$ cat src/rtl/rr_grant_seq_2x4.sv
// Four-requester round-robin arbiter feeding decoder_2x4_en (registered w/en, break-before-make).
// Optional hold timeout compiled in with `define RR_GRANT_TIMEOUT_EN.
module rr_grant_seq_2x4 #(
  parameter int HOLD_MAX = 8,
  parameter int CNT_W    = 4
) (
  input  logic       clk,
  input  logic       rst_n,
  input  logic [3:0] req,
  input  logic       done,
  output logic [1:0] w,
  output logic       en,
  output logic       timeout
);

  typedef enum logic {
    IDLE  = 1'b0,
    GRANT = 1'b1
  } state_t;

  localparam logic [CNT_W-1:0] HOLD_LAST = CNT_W'(HOLD_MAX - 1);

  state_t           state_reg, state_next;
  logic [1:0]       w_reg, w_next;
  logic             en_reg, en_next;
  logic             timeout_reg, timeout_next;
  logic [1:0]       ptr_reg, ptr_next;
  logic [CNT_W-1:0] cnt_reg, cnt_next;

  // Candidate gi is the requester gi places after the pointer.
  logic [1:0] cand_idx [4];
  logic [3:0] req_rot;

  genvar gi;
  generate
    for (gi = 0; gi < 4; gi++) begin : g_rot
      localparam logic [1:0] OFF = 2'(gi);
      assign cand_idx[gi] = ptr_reg + OFF;
      assign req_rot[gi]  = req[cand_idx[gi]];
    end
  endgenerate

  logic       pick_found;
  logic [1:0] pick_idx;

  always_comb begin
    pick_found = 1'b0;
    pick_idx   = ptr_reg;
    for (int i = 3; i >= 0; i--) begin
      if (req_rot[i]) begin
        pick_found = 1'b1;
        pick_idx   = cand_idx[i];
      end
    end
  end

  logic hold_at_limit;
  logic hold_expired;
  logic normal_release;

  assign hold_at_limit  = (cnt_reg == HOLD_LAST);
  assign normal_release = done || !req[w_reg];

`ifdef RR_GRANT_TIMEOUT_EN
  assign hold_expired = hold_at_limit;
`else
  assign hold_expired = 1'b0;
`endif

  always_comb begin
    state_next   = state_reg;
    w_next       = w_reg;
    en_next      = en_reg;
    timeout_next = 1'b0;
    ptr_next     = ptr_reg;
    cnt_next     = cnt_reg;
    case (state_reg)
      IDLE: begin
        en_next = 1'b0;
        if (pick_found) begin
          w_next     = pick_idx;
          en_next    = 1'b1;
          cnt_next   = '0;
          state_next = GRANT;
        end
      end
      GRANT: begin
        if (normal_release || hold_expired) begin
          en_next      = 1'b0;
          ptr_next     = w_reg + 2'd1;
          state_next   = IDLE;
          // done / withdrawal win over a coincident timeout.
          timeout_next = !normal_release;
        end else begin
          en_next  = 1'b1;
          cnt_next = hold_at_limit ? cnt_reg : cnt_reg + 1'b1;
        end
      end
      default: begin
        state_next = IDLE;
        en_next    = 1'b0;
      end
    endcase
  end

  always_ff @(posedge clk or negedge rst_n) begin
    if (!rst_n) begin
      state_reg   <= IDLE;
      w_reg       <= 2'b00;
      en_reg      <= 1'b0;
      timeout_reg <= 1'b0;
      ptr_reg     <= 2'd0;
      cnt_reg     <= '0;
    end else begin
      state_reg   <= state_next;
      w_reg       <= w_next;
      en_reg      <= en_next;
      timeout_reg <= timeout_next;
      ptr_reg     <= ptr_next;
      cnt_reg     <= cnt_next;
    end
  end

  assign w       = w_reg;
  assign en      = en_reg;
  assign timeout = timeout_reg;

endmodule

$ cat config.mk
export PLATFORM = sky130hd
export DESIGN_NAME = rr_grant_seq_2x4
export DESIGN_NICKNAME = d
export VERILOG_FILES = /design/src/rtl/rr_grant_seq_2x4.sv
export SDC_FILE = /design/constraint.sdc
export NUM_CORES = 1
export LEC_CHECK = 0
export CORE_AREA = 2 2 39 41
export CTS_CLUSTER_SIZE = 10
export DETAILED_ROUTE_END_ITERATION = 12
export DIE_AREA = 0 0 41 43
export GPL_ROUTABILITY_DRIVEN = 1
export PLACE_DENSITY = 0.62
export SETUP_SLACK_MARGIN = 0.15
export SLEW_MARGIN = 10
export SYNTH_ARGS = -nofsm -noshare
export SYNTH_HDL_FRONTEND = slang
export SYNTH_SLANG_ARGS = --single-unit
$ cat constraint.sdc
create_clock -name clk -period 1.1 [get_ports clk]
set_input_delay 0.33 -clock clk [delete_from_list [all_inputs] [get_ports clk]]
set_output_delay 0.33 -clock clk [all_outputs]
set_load 0.05 [all_outputs]
==> results of run 1 <==
-- cell usage in the layout, fill, tap and decap left out, types with 3 or more instances in the layout --
cell type / netlist / layout
buf_12: 0 / 3
o21ai_1: 0 / 4
inv_1: 4 / 3
dfrtp_2: 0 / 3
buf_4: 1 / 11
o21ai_0: 8 / 3
nor2_1: 5 / 3
clkbuf_4: 0 / 3
dlygate4sd2_1: 0 / 3
-- cells in the mapped netlist (all sizes together) --
master  count  share of area [%]
o21ai       8                 12
dfrtp       5                 36
nor2        5                5.5
a21oi       4                5.8
inv         4                4.4
mux2i       2                5.8
a211o       1                2.5
a211oi      1                2.2
a21boi      1                2.2
a21o        1                2.2
a221oi      1                2.5
a31oi       1                1.8
buf         1                2.2
conb        1                1.1
nand2b      1                1.8
nand3       1                1.5
nor2b       1                1.8
nor3        1                1.5
o22ai       1                1.8
o31ai       1                3.6
or3         1                1.8
-- metrics by stage --
step | utilization (%) | std cells
after CTS | 44.30 | 83
after detailed placement | 40.96 | 77
after global placement | 40.96 | 77
after global routing | 49.10 | 84
after floorplan | - | 43
final | 49.10 | 84
-- worst paths after layout --
path                       startpoint          to  cells after the start
hold reg to reg            ptr_reg[0]  ptr_reg[0]                      3
setup / recovery                 w[1]        w[1]                      2
setup reg to reg                 w[1]  ptr_reg[1]                      4
min in group clk                 done  ptr_reg[1]                      4
hold / removal                  rst_n  ptr_reg[1]                      1
max in group asynchronous       rst_n        w[1]                      1
-- worst register-to-register path, delay by kind of cell, from the launching register on --
| family | cells | cell delay, ns |
|---|---|---|
| AND/OR/NAND/NOR | 1 | 0.34 |
| multiplexers | 1 | 0.17 |
| AO/OA/AOI/OAI | 2 | 0.18 |
| flip-flops | 1 | 0.43 |
-- cell families (layout without fill, tap and decap cells) --
group	count (synthesis)	count (layout)	synth area share [%]
compound gates	20	20	36.37
other cells	1	1	1.090
mux	2	2	5.818
simple gates	10	10	13.82
buf+inv	5	30	6.545
flops	5	5	36.36
-- repair_timing --
| action | CTS | global route |
|---|---|---|
| pin swaps | 2 | 6 |
| cloned | 0 | 0 |
| endpoints found under the setup margin | 8 | 8 |
| gates resized for setup | 8 | 14 |
| setup buffers | 2 | 1 |
-- metal layers --
metal	GRT usage, %	up-vias
met5	0	-
met1	16.23	186
met3	3.141	0
met2	17.81	10
met4	8.000	0
li1	-	205
-- where the power goes --
part / switching (mW) / leakage [nW] / total, mW / internal, mW
logic: 0.677 / 0.227 / 1.40 / 0.727
clock network: 0.0674 / 0.0150 / 0.204 / 0.137
registers: 0.101 / 0.0542 / 0.392 / 0.291
-- cell type report --
cell class,count,area (um2)
fill,130,704.4
timing repair buffer,22,224.0
inverter,4,15.01
clock buffer,4,26.28
multi-input combinational,33,265.3
tap,16,20.02
sequential,5,128.9
==> flow_summary_export.csv, run 1 <==
group,metric,value,unit
outcome,status,"finished with violations",
outcome,violations,"setup timing",
clock_network,clock_latency,0.24,ns
timing,fmax,794.6,MHz
timing,post-route-worst-setup-slack,-0.1584,ns
critical_path,rrSetupSlack,-0.14,ns
timing,min_period_over_period,114.4,%
synthesis,yosysSeqAreaShare,36.36,%
synthesis,synthCells,43,
critical_path,arrival,0.93,ns
critical_path,cpPeakStageDelay,0.43,ns
detailed_routing,top_layer,"met3",
critical_path,end_kind,"output port",
critical_path,cp_top_family,"flip-flops",
critical_path,crit_chain,"buf_6, buf_12",
critical_path,cp.buffers_inverters,2,
floorplanning,core_area,1384,um2
clock_network,cts.path.max_buffers,2,
global_routing,grt_first_pass_wirelength,1462,um
timing,setup_tns,-0.6825,ns
detailed_routing,drtPass1Iterations,4,
clock_network,cts.reportedPaths.clkPinSlew,0.04,ns
clock_network,cts-root-buf,"clkbuf_4",
cells_and_area,antenna_cells,0,
global_routing,track_usage,12.56,%
floorplanning,die_h,43,um
floorplanning,ioPinCount,11,
placement,place_area,566.8,um2
detailed_routing,vias,401,
timing,rsz0062_at_grt,"yes",
placement,place_ws,-0.4842,ns
synthesis,synth_cell_types,21,
synthesis,ys_warn_count,0,
detailed_routing,met1_length,441,um
clock_network,h-tree-depth,1,
clock_network,cts_sinks,5,
critical_path,crit_required,0.77,ns
cells_and_area,final_area,679.4,um2
synthesis,synth_seq_cells,5,
global_routing,grt.overflow.total,0,
worst_hold_path,hold_path.class,"input port to async pin",
detailed_routing,final_antenna_net_count,0,
cells_and_area,layout.nets,76,
detailed_routing,wirelength,991,um
synthesis,syn_nets,50,
detailed_routing,drt_iter0_markers,9,
job,maxCapViolations,0,
timing,period_needed,1.258,ns
detailed_routing,met2WireLength,513,um
timing,skew,0.004075,ns
placement,io_buffers,9,
cells_and_area,drive_above_1_share,51.47,%
critical_path,cp_slowest_cell,"dfrtp_2",
critical_path,crit_fanout,3,
clock_network,cts_tree,"done",
critical_path,cp-start-kind,"flip-flop",
synthesis,netlist_area,344.1,um2
placement,gp_congestion,0.8120,
placement,dpl.hpwl,722.7,um
detailed_routing,wl_per_cell,11.80,um
global_routing,grt_start_max_net_pins,8,
critical_path,path_class,"flip-flop to output port",
synthesis,syn_area_per_cell,8.002,um2
power_and_ir_drop,ir_drop,1236,uV
global_routing,antenna_found_initial,0,
cells_and_area,area_growth,97.45,%
floorplanning,fp.dieW,41,um
floorplanning,start_util,24.86,%
clock_network,ctsHoldBuffers,0,
power_and_ir_drop,finalPower,2.001,mW
clock_network,numCtsBuffers,3,
floorplanning,die_area,1763,um2
timing,final-hold-violation-count,0,
detailed_routing,dr_wl_met3,36,um
floorplanning,rows,14,
detailed_routing,viasPerCell,4.774,
global_routing,grt_pass1_vias,353,
power_and_ir_drop,leakage,0.2967,nW
timing,setup_viol,7,
detailed_routing,drc,0,
power_and_ir_drop,power_density,2945,nW/um2
timing,holdWs,0.3086,ns
timing,drv_slew,0,
(Power assumes the default switching activity.)
==> run 2: changes to the inputs <==
--- a/config.mk
+++ b/config.mk
@@ -10,6 +10,7 @@
 export DETAILED_ROUTE_END_ITERATION = 12
 export DIE_AREA = 0 0 41 43
 export GPL_ROUTABILITY_DRIVEN = 1
+export GPL_TIMING_DRIVEN = 0
 export PLACE_DENSITY = 0.62
 export SETUP_SLACK_MARGIN = 0.15
 export SLEW_MARGIN = 10
==> run 2 against run 1 <==
Net effect:
- the run still ends with setup timing left
- utilization decreased by 11 points
- sequential share of layout area increased by 5.3 points
- count of clock-buffer cells in the layout unchanged
- critical path depth increased by 2
- clock power about the same
- hold slack improved by 0.0011 ns
- clock skew decreased by 0.0039 ns
- total power decreased by 23%
- design area decreased by 22%
==> flow_summary_export.csv, run 2 (synthesis results as in run 1) <==
group,metric,value,unit
timing,skew,0.0002025,ns
global_routing,grt_first_pass_wirelength,1317,um
placement,io_buffers,9,
power_and_ir_drop,leakage,0.2276,nW
floorplanning,die_h,43,um
detailed_routing,vias,371,
floorplanning,start_util,24.86,%
power_and_ir_drop,swShare,46.98,%
detailed_routing,wl_per_cell,11.97,um
cells_and_area,layout.nets,66,
clock_network,ctsHoldBuffers,0,
job,maxCapViolations,0,
worst_hold_path,hold_path.class,"input port to async pin",
floorplanning,rows,14,
timing,drv_slew,0,
placement,gp_congestion,0.7183,
detailed_routing,drc,0,
clock_network,numCtsBuffers,3,
timing,setup_viol,8,
cells_and_area,final_area,530.5,um2
power_and_ir_drop,p_clk_share,13.1,%
clock_network,cts.reportedPaths.clkPinSlew,0.04,ns
timing,final-hold-violation-count,0,
power_and_ir_drop,ir_drop,984.4,uV
timing,rsz0062_at_grt,"yes",
cells_and_area,n_fill_cell,164,
critical_path,cp-start-kind,"flip-flop",
clock_network,cts.path.max_buffers,2,
critical_path,arrival,1.36,ns
cells_and_area,area_growth,54.18,%
clock_network,cts_sinks,5,
timing,holdWs,0.3096,ns
cells_and_area,most-common-layout-cells,"5 x nor2_1, 5 x dlygate4sd2_1, 4 x o21ai_1, 4 x o21ai_0, 4 x buf_4",
clock_network,clock_latency,0.23,ns
outcome,violations,"setup timing",
power_and_ir_drop,finalPower,1.531,mW
cells_and_area,drive_above_1_share,32.76,%
critical_path,path_class,"flip-flop to flip-flop",
detailed_routing,drt_iter0_markers,10,
placement,place_area,469.2,um2
floorplanning,core_area,1384,um2
power_and_ir_drop,p_seq_share,28.2,%
timing,min_period_over_period,114.0,%
global_routing,track_usage,11.34,%
timing,post-route-worst-setup-slack,-0.1540,ns
outcome,status,"finished with violations",
timing,period_needed,1.254,ns
floorplanning,fp.dieW,41,um
floorplanning,ioPinCount,11,
placement,dpl.hpwl,658,um
power_and_ir_drop,power_density,2885,nW/um2
detailed_routing,drtPass1Iterations,4,
detailed_routing,wirelength,886,um
floorplanning,die_area,1763,um2
cells_and_area,multi_input_area,230.2,um2
power_and_ir_drop,power.switching,0.7192,mW
power_and_ir_drop,pwr-share-comb,58.7,%
critical_path,crit_fanout,5,
global_routing,grt_pass1_vias,331,
global_routing,grt.overflow.total,0,
detailed_routing,final_antenna_net_count,0,
cells_and_area,antenna_cells,0,
power_and_ir_drop,internal-power,0.8116,mW
global_routing,grt_start_max_net_pins,8,
clock_network,h-tree-depth,1,
clock_network,cts_tree,"done",
critical_path,end_kind,"flip-flop",
clock_network,cts-root-buf,"clkbuf_4",
critical_path,crit_required,1.21,ns
cells_and_area,seq_area,128.9,um2
global_routing,antenna_found_initial,0,
detailed_routing,viasPerCell,5.014,
timing,fmax,797.5,MHz
run 2: power groups by stage:
stage          clock network [mW]  logic, mW  registers, mW
3_3_place_gp                    0      0.734          0.451
6_report                    0.201      0.898          0.431
4_1_cts                     0.215      0.874          0.428
2_1_floorplan                   0      0.339          0.605
5_1_grt                     0.221      0.964          0.443
3_5_place_dp                    0      0.742          0.455
run 2: layer usage:
layer	vias up	routed length [um]	global-route usage [%]
met3	2	48	1.571
met4	0	9	10.00
met5	-	0	0
li1	185	-	-
met2	9	439	16.56
met1	175	389	13.53
run 2: area by class of cell:
cell class              count  share of cell area [%]
multi-input cells          33                   43.40
flip-flops and latches      5                   24.29
plain buffers               1                   1.415
well taps                  16                   3.774
inverters                   4                   2.830
clock buffers               4                   4.953
repair buffers             11                   19.34
run 2: timing repair:
item	in CTS	in global routing
gates resized for setup	28	3
buffers inserted	2	0
pin swaps	1	1
setup endpoints to repair	8	8
run 2: critical path: stages, from the launching register on:
cell	delay (ns)
dfrtp_2	0.45
mux2i_1	0.14
or3_4	0.35
o31ai_4	0.08
a211oi_2	0.11
run 2: through the flow:
step           instances  TNS, ns  setup slack (ns)  util, %
6_report              74  -0.5482           -0.1540    38.34
5_1_grt               74  -0.9066           -0.1987    38.34
4_1_cts               74  -0.6021           -0.1776    37.34
3_5_place_dp          68   -3.918           -0.6220    33.91
3_3_place_gp          68   -3.831           -0.5991    33.91
2_1_floorplan         43  -0.4810           -0.2008        -
run 2: path summary, 6_finish.rpt:
kind	start	end	slack (ns)	depth (start not counted)
min reg2reg	ptr_reg[0]	ptr_reg[0]	0.62	2
max in group asynchronous	rst_n	w[1]	0.59	1
min	rst_n	ptr_reg[1]	0.31	1
max	w[1]	ptr_reg[1]	-0.15	4
min in group clk	req[1]	w[1]	0.61	3
max reg2reg	w[1]	ptr_reg[1]	-0.15	4
==> run 3: changes to the inputs <==
--- a/config.mk
+++ b/config.mk
@@ -5,6 +5,7 @@
 export SDC_FILE = /design/constraint.sdc
 export NUM_CORES = 1
 export LEC_CHECK = 0
+export CAP_MARGIN = 40
 export CORE_AREA = 2 2 39 41
 export CTS_CLUSTER_SIZE = 10
 export DETAILED_ROUTE_END_ITERATION = 12
==> results of run 3 <==
No change in the layout: final DEF, timing and power equal those of run 2.
